[src/rtl/i2c_pkg.sv]
`default_nettype none
// ============================================================================
// Module      : i2c_pkg
// Description : Shared bus-state encoding and default timing constants for
//               the I2C pad front end.
// Revision    : 1.0 - initial release
// ============================================================================
package i2c_pkg;

    localparam logic [0:0] BUS_IDLE = 1'b0;
    localparam logic [0:0] BUS_BUSY = 1'b1;

    localparam int c_FILTER_LEN     = 3;
    localparam int c_HOLD_CYCLES    = 2;
    localparam int c_TIMEOUT_CYCLES = 1000;

endpackage
`default_nettype wire

[src/rtl/i2c_glitch_filter.sv]
`default_nettype none
// ============================================================================
// Module      : i2c_glitch_filter
// Description : Two-flop synchroniser followed by a stable-count deglitcher;
//               output idles high.
// Revision    : 1.0 - initial release
// ============================================================================
module i2c_glitch_filter
    import i2c_pkg::*;
#(
    parameter int FILTER_LEN = c_FILTER_LEN
) (
    input  logic clk,
    input  logic rst,
    input  logic i_din,
    output logic o_dout
);

    localparam logic [3:0] c_LAST = 4'(FILTER_LEN - 1);

    logic [1:0] r_sync;
    logic [3:0] r_cnt;
    logic       r_filt;
    logic       w_sync;

    assign w_sync = r_sync[1];
    assign o_dout = r_filt;

    always_ff @(posedge clk) begin
        if (rst) begin
            r_sync <= 2'b11;
            r_cnt  <= 4'd0;
            r_filt <= 1'b1;
        end else begin
            r_sync <= {r_sync[0], i_din};
            if (w_sync == r_filt) begin
                r_cnt <= 4'd0;
            end else if (r_cnt == c_LAST) begin
                r_filt <= w_sync;
                r_cnt  <= 4'd0;
            end else begin
                r_cnt <= r_cnt + 4'd1;
            end
        end
    end

endmodule
`default_nettype wire

[src/rtl/i2c_bus_frontend.sv]
`default_nettype none
// ============================================================================
// Module      : i2c_bus_frontend
// Description : Filtered SCL/SDA, edge and START/STOP strobes, bus busy
//               tracking with stuck-bus timeout, held SDA pull-down control.
// Revision    : 1.0 - initial release
// ============================================================================
module i2c_bus_frontend
    import i2c_pkg::*;
#(
    parameter int FILTER_LEN     = c_FILTER_LEN,
    parameter int HOLD_CYCLES    = c_HOLD_CYCLES,
    parameter int TIMEOUT_CYCLES = c_TIMEOUT_CYCLES
) (
    input  logic clk,
    input  logic rst,
    input  logic ena,
    input  logic scl_pad,
    input  logic sda_pad,
    input  logic sda_drive,
    output logic scl_f,
    output logic sda_f,
    output logic scl_rise,
    output logic scl_fall,
    output logic start_det,
    output logic stop_det,
    output logic bus_busy,
    output logic timeout,
    output logic sda_oe
);

    localparam logic [3:0]  c_HOLD    = 4'(HOLD_CYCLES);
    localparam logic [15:0] c_TIMEOUT = 16'(TIMEOUT_CYCLES);

    logic        r_scl_prev;
    logic        r_sda_prev;
    logic [0:0]  r_state;
    logic [15:0] r_to_cnt;
    logic [3:0]  r_hold;
    logic        r_oe;

    logic w_busy;
    logic w_start;
    logic w_stop;
    logic w_to_hit;

    i2c_glitch_filter #(.FILTER_LEN(FILTER_LEN)) u_scl_filter (
        .clk    (clk),
        .rst    (rst),
        .i_din  (scl_pad),
        .o_dout (scl_f)
    );

    i2c_glitch_filter #(.FILTER_LEN(FILTER_LEN)) u_sda_filter (
        .clk    (clk),
        .rst    (rst),
        .i_din  (sda_pad),
        .o_dout (sda_f)
    );

    // SCL must be stable high across both cycles, so a simultaneous SCL/SDA flip is ignored
    assign w_start  = r_scl_prev & scl_f & r_sda_prev & ~sda_f;
    assign w_stop   = r_scl_prev & scl_f & ~r_sda_prev & sda_f;
    assign w_busy   = (r_state == BUS_BUSY);
    assign w_to_hit = w_busy & (r_to_cnt == c_TIMEOUT);

    assign scl_rise  = scl_f & ~r_scl_prev;
    assign scl_fall  = ~scl_f & r_scl_prev;
    assign start_det = ena & w_start;
    assign stop_det  = ena & w_stop;
    assign bus_busy  = ena & w_busy;
    assign timeout   = ena & w_to_hit;
    assign sda_oe    = r_oe;

    always_ff @(posedge clk) begin
        if (rst) begin
            r_scl_prev <= 1'b1;
            r_sda_prev <= 1'b1;
            r_state    <= BUS_IDLE;
            r_to_cnt   <= 16'd0;
            r_hold     <= 4'd0;
            r_oe       <= 1'b0;
        end else begin
            r_scl_prev <= scl_f;
            r_sda_prev <= sda_f;

            if (!ena) begin
                r_state <= BUS_IDLE;
            end else if (w_busy) begin
                if (w_stop || w_to_hit) r_state <= BUS_IDLE;
            end else if (w_start) begin
                r_state <= BUS_BUSY;
            end

            if (!ena || !w_busy || w_to_hit || w_stop || w_start || scl_rise || scl_fall)
                r_to_cnt <= 16'd0;
            else
                r_to_cnt <= r_to_cnt + 16'd1;

            if (scl_fall)
                r_hold <= c_HOLD;
            else if (!scl_f && r_hold != 4'd0)
                r_hold <= r_hold - 4'd1;

            // the scl_fall cycle itself is excluded so the hold window starts cleanly
            if (!ena || !w_busy || w_stop || w_to_hit)
                r_oe <= 1'b0;
            else if (!scl_f && !scl_fall && r_hold == 4'd0)
                r_oe <= sda_drive;
        end
    end

endmodule
`default_nettype wire

[config.mk]
export PLATFORM = sky130hd
export DESIGN_NAME = i2c_bus_frontend
export DESIGN_NICKNAME = d
export VERILOG_FILES = /design/src/rtl/i2c_pkg.sv /design/src/rtl/i2c_glitch_filter.sv /design/src/rtl/i2c_bus_frontend.sv
export SDC_FILE = /design/constraint.sdc
export NUM_CORES = 1
export LEC_CHECK = 0
export ABC_AREA = 1
export BUFFER_PORTS_ARGS = -buffer_cell sky130_fd_sc_hd__buf_2
export CAP_MARGIN = 20
export CORE_MARGIN = 2
export CORE_UTILIZATION = 52
export DETAILED_ROUTE_END_ITERATION = 16
export PLACE_DENSITY = 0.71
export SLEW_MARGIN = 0
export SYNTH_ARGS = -nofsm -noshare
export SYNTH_HDL_FRONTEND = slang
export SYNTH_SLANG_ARGS = --single-unit
export TNS_END_PERCENT = 20
[constraint.sdc]
create_clock -name clk -period 2.45 [get_ports clk]
set_clock_uncertainty 0.1 [all_clocks]
set_input_delay 0.245 -clock clk [delete_from_list [all_inputs] [get_ports clk]]
set_output_delay 0.245 -clock clk [all_outputs]
set_load 0.005 [all_outputs]
---- After elaboration in Yosys (flattened, before gate mapping) ----
Index checks and enable logic that the tools add are counted.
storage, ports and cells
  output and inout bits ................... 9
  bits in read-only memories .............. 0
  flip-flop bits (word level) ............. 38
  memories kept ........................... 0
  input bits .............................. 6
  bits in writable memories ............... 0
  bits in latches ......................... 0
cells by class
  div/mod/pow operators ................... 0
  reductions and logical operators ........ 27
  bitwise gates (word level) .............. 19
  mux-type cells .......................... 5
  shift-type cells ........................ 0
  order comparisons ....................... 0
  equality and inequality tests ........... 5
  $add $sub $neg .......................... 4
  $mul .................................... 0
operator list
  cell                   count
  $add 16x1->16 const B  1
  $eq 16x10->1 const B   1
  $and 1x1->1            12
  $logic_or 1x1->1       9
  $add 4x1->4 const B    2
  $eq 4x2->1 const B     2
  $reduce_or 2->1        4
  $not 1->1              7
  $reduce_or 3->1        2
  $logic_not 1->1        4
  $logic_not 4->1        1
  $mux 2                 2
  $reduce_and 2->1       2
  $reduce_bool 4->1      1
  $sub 4x1->4 const B    1
  $logic_and 1x1->1      3
  $mux 1                 3
  $eq 1x1->1             2
  $reduce_bool 2->1      1

---- Depth between registers and ports, before layout ----
  depth in word-level cells ............... 8
  gate-level depth with buffers ........... 11

---- Hierarchy ----
From an unflattened synthesis, not the netlist that was laid out.
unflattened totals
  cells, all modules ...................... 251
  area, all modules ....................... 1891.8 um^2
by module, submodules not included
  module             area an instance (um^2)  cells each  seq. area each (um^2)  times used
  i2c_bus_frontend   1321.3                   189         480.5                  1
  i2c_glitch_filter  285.3                    31          140.1                  2

---- Worst setup path before layout ----
Ideal clock, no wire load.
  path type ............................... register to register
  from .................................... register r_to_cnt[0]
  to ...................................... register r_to_cnt[0]
  path slack .............................. 1.056 ns
  buffers on the path ..................... 1
  data required time ...................... 2.288 ns
  library setup time ...................... 0.062 ns
  arrival ................................. 1.233 ns
  cell stages (with the launch flop) ...... 11
  path through ............................ dfxtp_1 > inv_1 > ha_1 > nand2_1 > inv_1 > nand2_1 > nor2_1 > nand2_1 > nand3_4 > buf_8 > nor2_2
on the way
  cells in the longest elaborated chain, start to end .. 8
ends and longest elaborated chain
  item                              line                    text
  start: declaration                i2c_bus_frontend.sv:38  logic [15:0] r_to_cnt;
  start signal: assignment          i2c_bus_frontend.sv:98  r_to_cnt <= r_to_cnt + 16'd1;
  $eq 16x10->1                      i2c_bus_frontend.sv:65  assign w_to_hit = w_busy & (r_to_cnt == c_TIMEOUT);
  $and 1x1->1                       i2c_bus_frontend.sv:65
  $logic_or 1x1->1 (5 in series)    i2c_bus_frontend.sv:95  if (!ena || !w_busy || w_to_hit || w_stop || w_start || scl_rise || scl_fall)
  $reduce_or 2->1 (no source line)  --
Several ways; a longest one is shown, not always the timed one.
A chain may end at the register's enable or synchronous reset.

---- Worst setup path after layout ----
  from .................................... register r_to_cnt[0]
  to ...................................... output timeout
on the way
  cells in the longest elaborated chain, start to end .. 3
ends and longest elaborated chain
  item              line                    text
  $eq 16x10->1      i2c_bus_frontend.sv:65
  $and 1x1->1       i2c_bus_frontend.sv:65
  $and 1x1->1       i2c_bus_frontend.sv:72  assign timeout = ena & w_to_hit;
  end: declaration  i2c_bus_frontend.sv:28  output logic timeout,
No other way between the ends.

==> metrics.txt <==
# TYPE chip_impl_metric gauge
chip_impl_info{name="run_status",value="completed"} 1
chip_impl_metric{name="drt_iter0_markers",unit=""} 52
chip_impl_metric{name="total_die_area",unit="mm^2"} 0.00404
chip_impl_metric{name="share_of_the_yosys_chip_area_belonging_to_registers",unit=""} 0.412
chip_impl_metric{name="fmax",unit="GHz"} 0.536
chip_impl_metric{name="worst_skew_pair.late_latency",unit="ns"} 0.34
chip_impl_info{name="worst_setup_path_end_kind",value="primary output"} 1
chip_impl_metric{name="route.final.wire_length",unit="mm"} 2.95
chip_impl_metric{name="hpwlAfterDp",unit="mm"} 2.28
chip_impl_info{name="min_path_type",value="in -> reg"} 1
chip_impl_metric{name="gp_congestion",unit=""} 0.791
chip_impl_metric{name="tightestPinTransition",unit="ns"} 0.273
chip_impl_metric{name="drive_gt1_frac",unit=""} 0.179
chip_impl_metric{name="utilization",unit=""} 0.608
chip_impl_metric{name="synth.lib_cells_used.distinct",unit=""} 21
chip_impl_info{name="start_to_end_type_of_the_worst_setup_path",value="reg -> out"} 1
chip_impl_metric{name="antenna_cells",unit=""} 0
chip_impl_metric{name="post_synth.cell_area_avg",unit="um^2"} 7.39
chip_impl_metric{name="irDropWorstVdd",unit="uV"} 364
chip_impl_metric{name="drc",unit=""} 0
chip_impl_metric{name="relSlewSlack",unit=""} 0.818
chip_impl_metric{name="via_count",unit=""} 1513
chip_impl_metric{name="ctsHoldBuffers",unit=""} 2
chip_impl_metric{name="num_cts_buffers",unit=""} 5
chip_impl_metric{name="core_region_area",unit="mm^2"} 0.00336
chip_impl_metric{name="design.final.nets",unit=""} 285
chip_impl_metric{name="syn-instance-count",unit=""} 250
chip_impl_metric{name="worstPathMaxFanout",unit=""} 4
chip_impl_metric{name="htreeDepth",unit=""} 2
chip_impl_metric{name="wl_per_cell",unit="um"} 9.25
chip_impl_metric{name="leakage_power",unit="nW"} 0.850
chip_impl_info{name="worstSetupStartpointType",value="flip-flop"} 1
chip_impl_metric{name="final.period_utilization",unit=""} 0.761
chip_impl_metric{name="report.final.hold_viol_count",unit=""} 0
chip_impl_metric{name="pins_over_slew_limit",unit=""} 0
chip_impl_metric{name="crit_required",unit="ns"} 2.11
chip_impl_metric{name="die_w",unit="um"} 63.6
chip_impl_info{name="tritoncts_clock_tree",value="built"} 1
chip_impl_metric{name="fillerInstances",unit=""} 347
chip_impl_metric{name="largest_net_degree_at_the_start_of_global_routing",unit=""} 16
chip_impl_metric{name="clock_path_buffers",unit=""} 2
chip_impl_metric{name="post_cts_resized",unit=""} 0
chip_impl_metric{name="grt_first_pass_wirelength",unit="mm"} 5.30
chip_impl_info{name="clock-root-buffer",value="sky130_fd_sc_hd__clkbuf_4"} 1
chip_impl_metric{name="rr_worst_depth",unit=""} 9
chip_impl_metric{name="totalPowerFinal",unit="uW"} 990
chip_impl_metric{name="areaGrowthSynthToFinish",unit="%"} 10.6
chip_impl_metric{name="synthesis.nets",unit=""} 263
chip_impl_metric{name="boundaryPins",unit=""} 15
chip_impl_info{name="grt_setup_unrepaired",value="no"} 1
chip_impl_metric{name="detail_route.vias_per_cell",unit=""} 4.74
chip_impl_metric{name="grt-ovfl-total",unit=""} 0
chip_impl_metric{name="number_of_clock_sinks_seen_by_cts",unit=""} 38
chip_impl_metric{name="final-setup-viol-count",unit=""} 0
chip_impl_metric{name="holdWs",unit="ns"} 0.0389
chip_impl_metric{name="setup_tns",unit="ns"} 0
chip_impl_metric{name="final.min_clock_period",unit="ns"} 1.87
chip_impl_metric{name="timing.reg2reg.setup_slack",unit="ns"} 0.89
chip_impl_metric{name="postRouteAntennaNets",unit=""} 0
chip_impl_metric{name="drt-pass1-iter-count",unit=""} 4
chip_impl_metric{name="arrival_time_of_data_at_the_critical_path_endpoint",unit="ns"} 1.52
chip_impl_metric{name="worst_path_clk_slew",unit="ns"} 0.11
chip_impl_metric{name="start_util",unit=""} 0.549
chip_impl_metric{name="grt_pass1_vias",unit=""} 1321
chip_impl_metric{name="hold_depth",unit=""} 3
chip_impl_metric{name="power-per-cell-area",unit="mW/mm^2"} 484
chip_impl_metric{name="io_buffer_count",unit=""} 14
chip_impl_metric{name="synth.cell_area",unit="mm^2"} 0.00185
chip_impl_metric{name="maxCapViolCount",unit=""} 0
chip_impl_metric{name="yosys_register_bits",unit=""} 38
chip_impl_metric{name="post-cts-setup-buffers",unit=""} 0
chip_impl_metric{name="die_height",unit="um"} 63.6
chip_impl_metric{name="antenna_found_initial",unit=""} 0
chip_impl_metric{name="rows",unit=""} 21
chip_impl_metric{name="yosys_warnings",unit=""} 0
chip_impl_metric{name="globalRouteTotalUtil",unit=""} 0.168
flip-flops by register name, indices dropped and copies added (netlist names):
signal	count
sda_oe	1
u_scl_filter.r_cnt	4
u_scl_filter.o_dout	1
r_scl_prev	1
r_sda_prev	1
r_hold	4
u_sda_filter.r_sync	2
r_to_cnt	16
r_state	1
u_scl_filter.r_sync	2
u_sda_filter.r_cnt	4
u_sda_filter.o_dout	1
cells in the final DEF, fill, tap and decap left out, types with 2 or more instances in the layout:
cell type	netlist	final
sky130_fd_sc_hd__nand2_1	54	54
sky130_fd_sc_hd__nor2_1	42	42
sky130_fd_sc_hd__dfxtp_1	38	38
sky130_fd_sc_hd__inv_1	34	34
sky130_fd_sc_hd__nand3_1	14	14
sky130_fd_sc_hd__buf_2	0	14
sky130_fd_sc_hd__nor2_2	11	11
sky130_fd_sc_hd__xnor2_1	8	8
sky130_fd_sc_hd__a21oi_1	8	8
sky130_fd_sc_hd__ha_1	7	7
sky130_fd_sc_hd__xor2_1	6	6
sky130_fd_sc_hd__o21ai_0	5	5
sky130_fd_sc_hd__or2_2	5	5
sky130_fd_sc_hd__nand4_1	5	5
sky130_fd_sc_hd__clkbuf_4	0	5
sky130_fd_sc_hd__nor2_4	3	3
sky130_fd_sc_hd__inv_2	2	2
sky130_fd_sc_hd__nand3_2	2	2
sky130_fd_sc_hd__nand2_2	2	2
sky130_fd_sc_hd__dlygate4sd3_1	0	2
power by group:
group / leakage, nW / switching (mW) / total, mW / internal, mW
Clock: 0.0343 / 0.203 / 0.341 / 0.138
Sequential: 0.307 / 0.00260 / 0.625 / 0.622
Combinational: 0.509 / 0.0130 / 0.0243 / 0.0113
Total: 0.850 / 0.218 / 0.990 / 0.771
critical path: stages (launching register included):
cell and delay, ns:
sky130_fd_sc_hd__dfxtp_1 0.35, sky130_fd_sc_hd__inv_1 0.08, sky130_fd_sc_hd__ha_1 0.14, sky130_fd_sc_hd__nand2_1 0.05, sky130_fd_sc_hd__inv_1 0.05, sky130_fd_sc_hd__nand2_1 0.04
sky130_fd_sc_hd__nor2_1 0.09, sky130_fd_sc_hd__nand2_1 0.13, sky130_fd_sc_hd__nor2_1 0.13, sky130_fd_sc_hd__buf_2 0.12
through the flow:
| stage | cell area [um^2] | worst slack (ns) | instances |
|---|---|---|---|
| 3_3_place_gp | 1960 | 0.946 | 309 |
| 2_1_floorplan | 1850 | 1.06 | 250 |
| 4_1_cts | 2040 | 0.554 | 319 |
| 3_5_place_dp | 1960 | 0.916 | 309 |
| 5_1_grt | 2040 | 0.459 | 319 |
| 6_report | 2040 | 0.584 | 319 |
cell type report:
type	instances	area [um^2]	share of cell area
clock buffer	6	51.3	0.0251
clock inverter	2	12.5	0.00612
inverter	36	135	0.0661
multi-input combinational	175	936	0.458
sequential	38	761	0.372
tap	46	57.6	0.0282
timing repair buffer	16	90.1	0.0441
kinds of logic after synthesis:
family / count (synthesis) / synth area share
AOI/OAI and AO/OA: 14 / 0.0400
DFF: 38 / 0.412
and+or+nand+nor: 140 / 0.353
adders and majority gates: 7 / 0.0474
xor gates and xnor gates: 14 / 0.0664
buffers and inverters: 37 / 0.0813
per-layer routing:
metal,wire length [um],vias to the layer above,global-route usage
met3,87,5,0.0482
met5,0,-,0
met1,1460,679,0.208
met2,1360,12,0.276
li1,-,817,-
met4,51,0,0.0652
synth_stat cells, drive strengths merged:
cell | count | area (um^2)
or2 | 5 | 31.3
nand4 | 5 | 31.3
xor2 | 6 | 52.6
a21oi | 9 | 48.8
ha | 7 | 87.6
dfxtp | 38 | 761
nor4 | 1 | 6.26
inv | 36 | 135
nor2 | 56 | 260
o21ai | 5 | 25.0
buf | 1 | 15.0
nand2 | 56 | 215
nand3 | 17 | 108
xnor2 | 8 | 70.1
path summary, 6_finish.rpt:
path                                              from                endpoint
worst min-delay path                         sda_drive                  sda_oe
worst min register to register  u_sda_filter.r_sync[0]  u_sda_filter.r_sync[1]
worst max register to register             r_to_cnt[0]             r_to_cnt[9]
worst max-delay path                       r_to_cnt[0]                 timeout
Power figures use the tool's default switching activity.
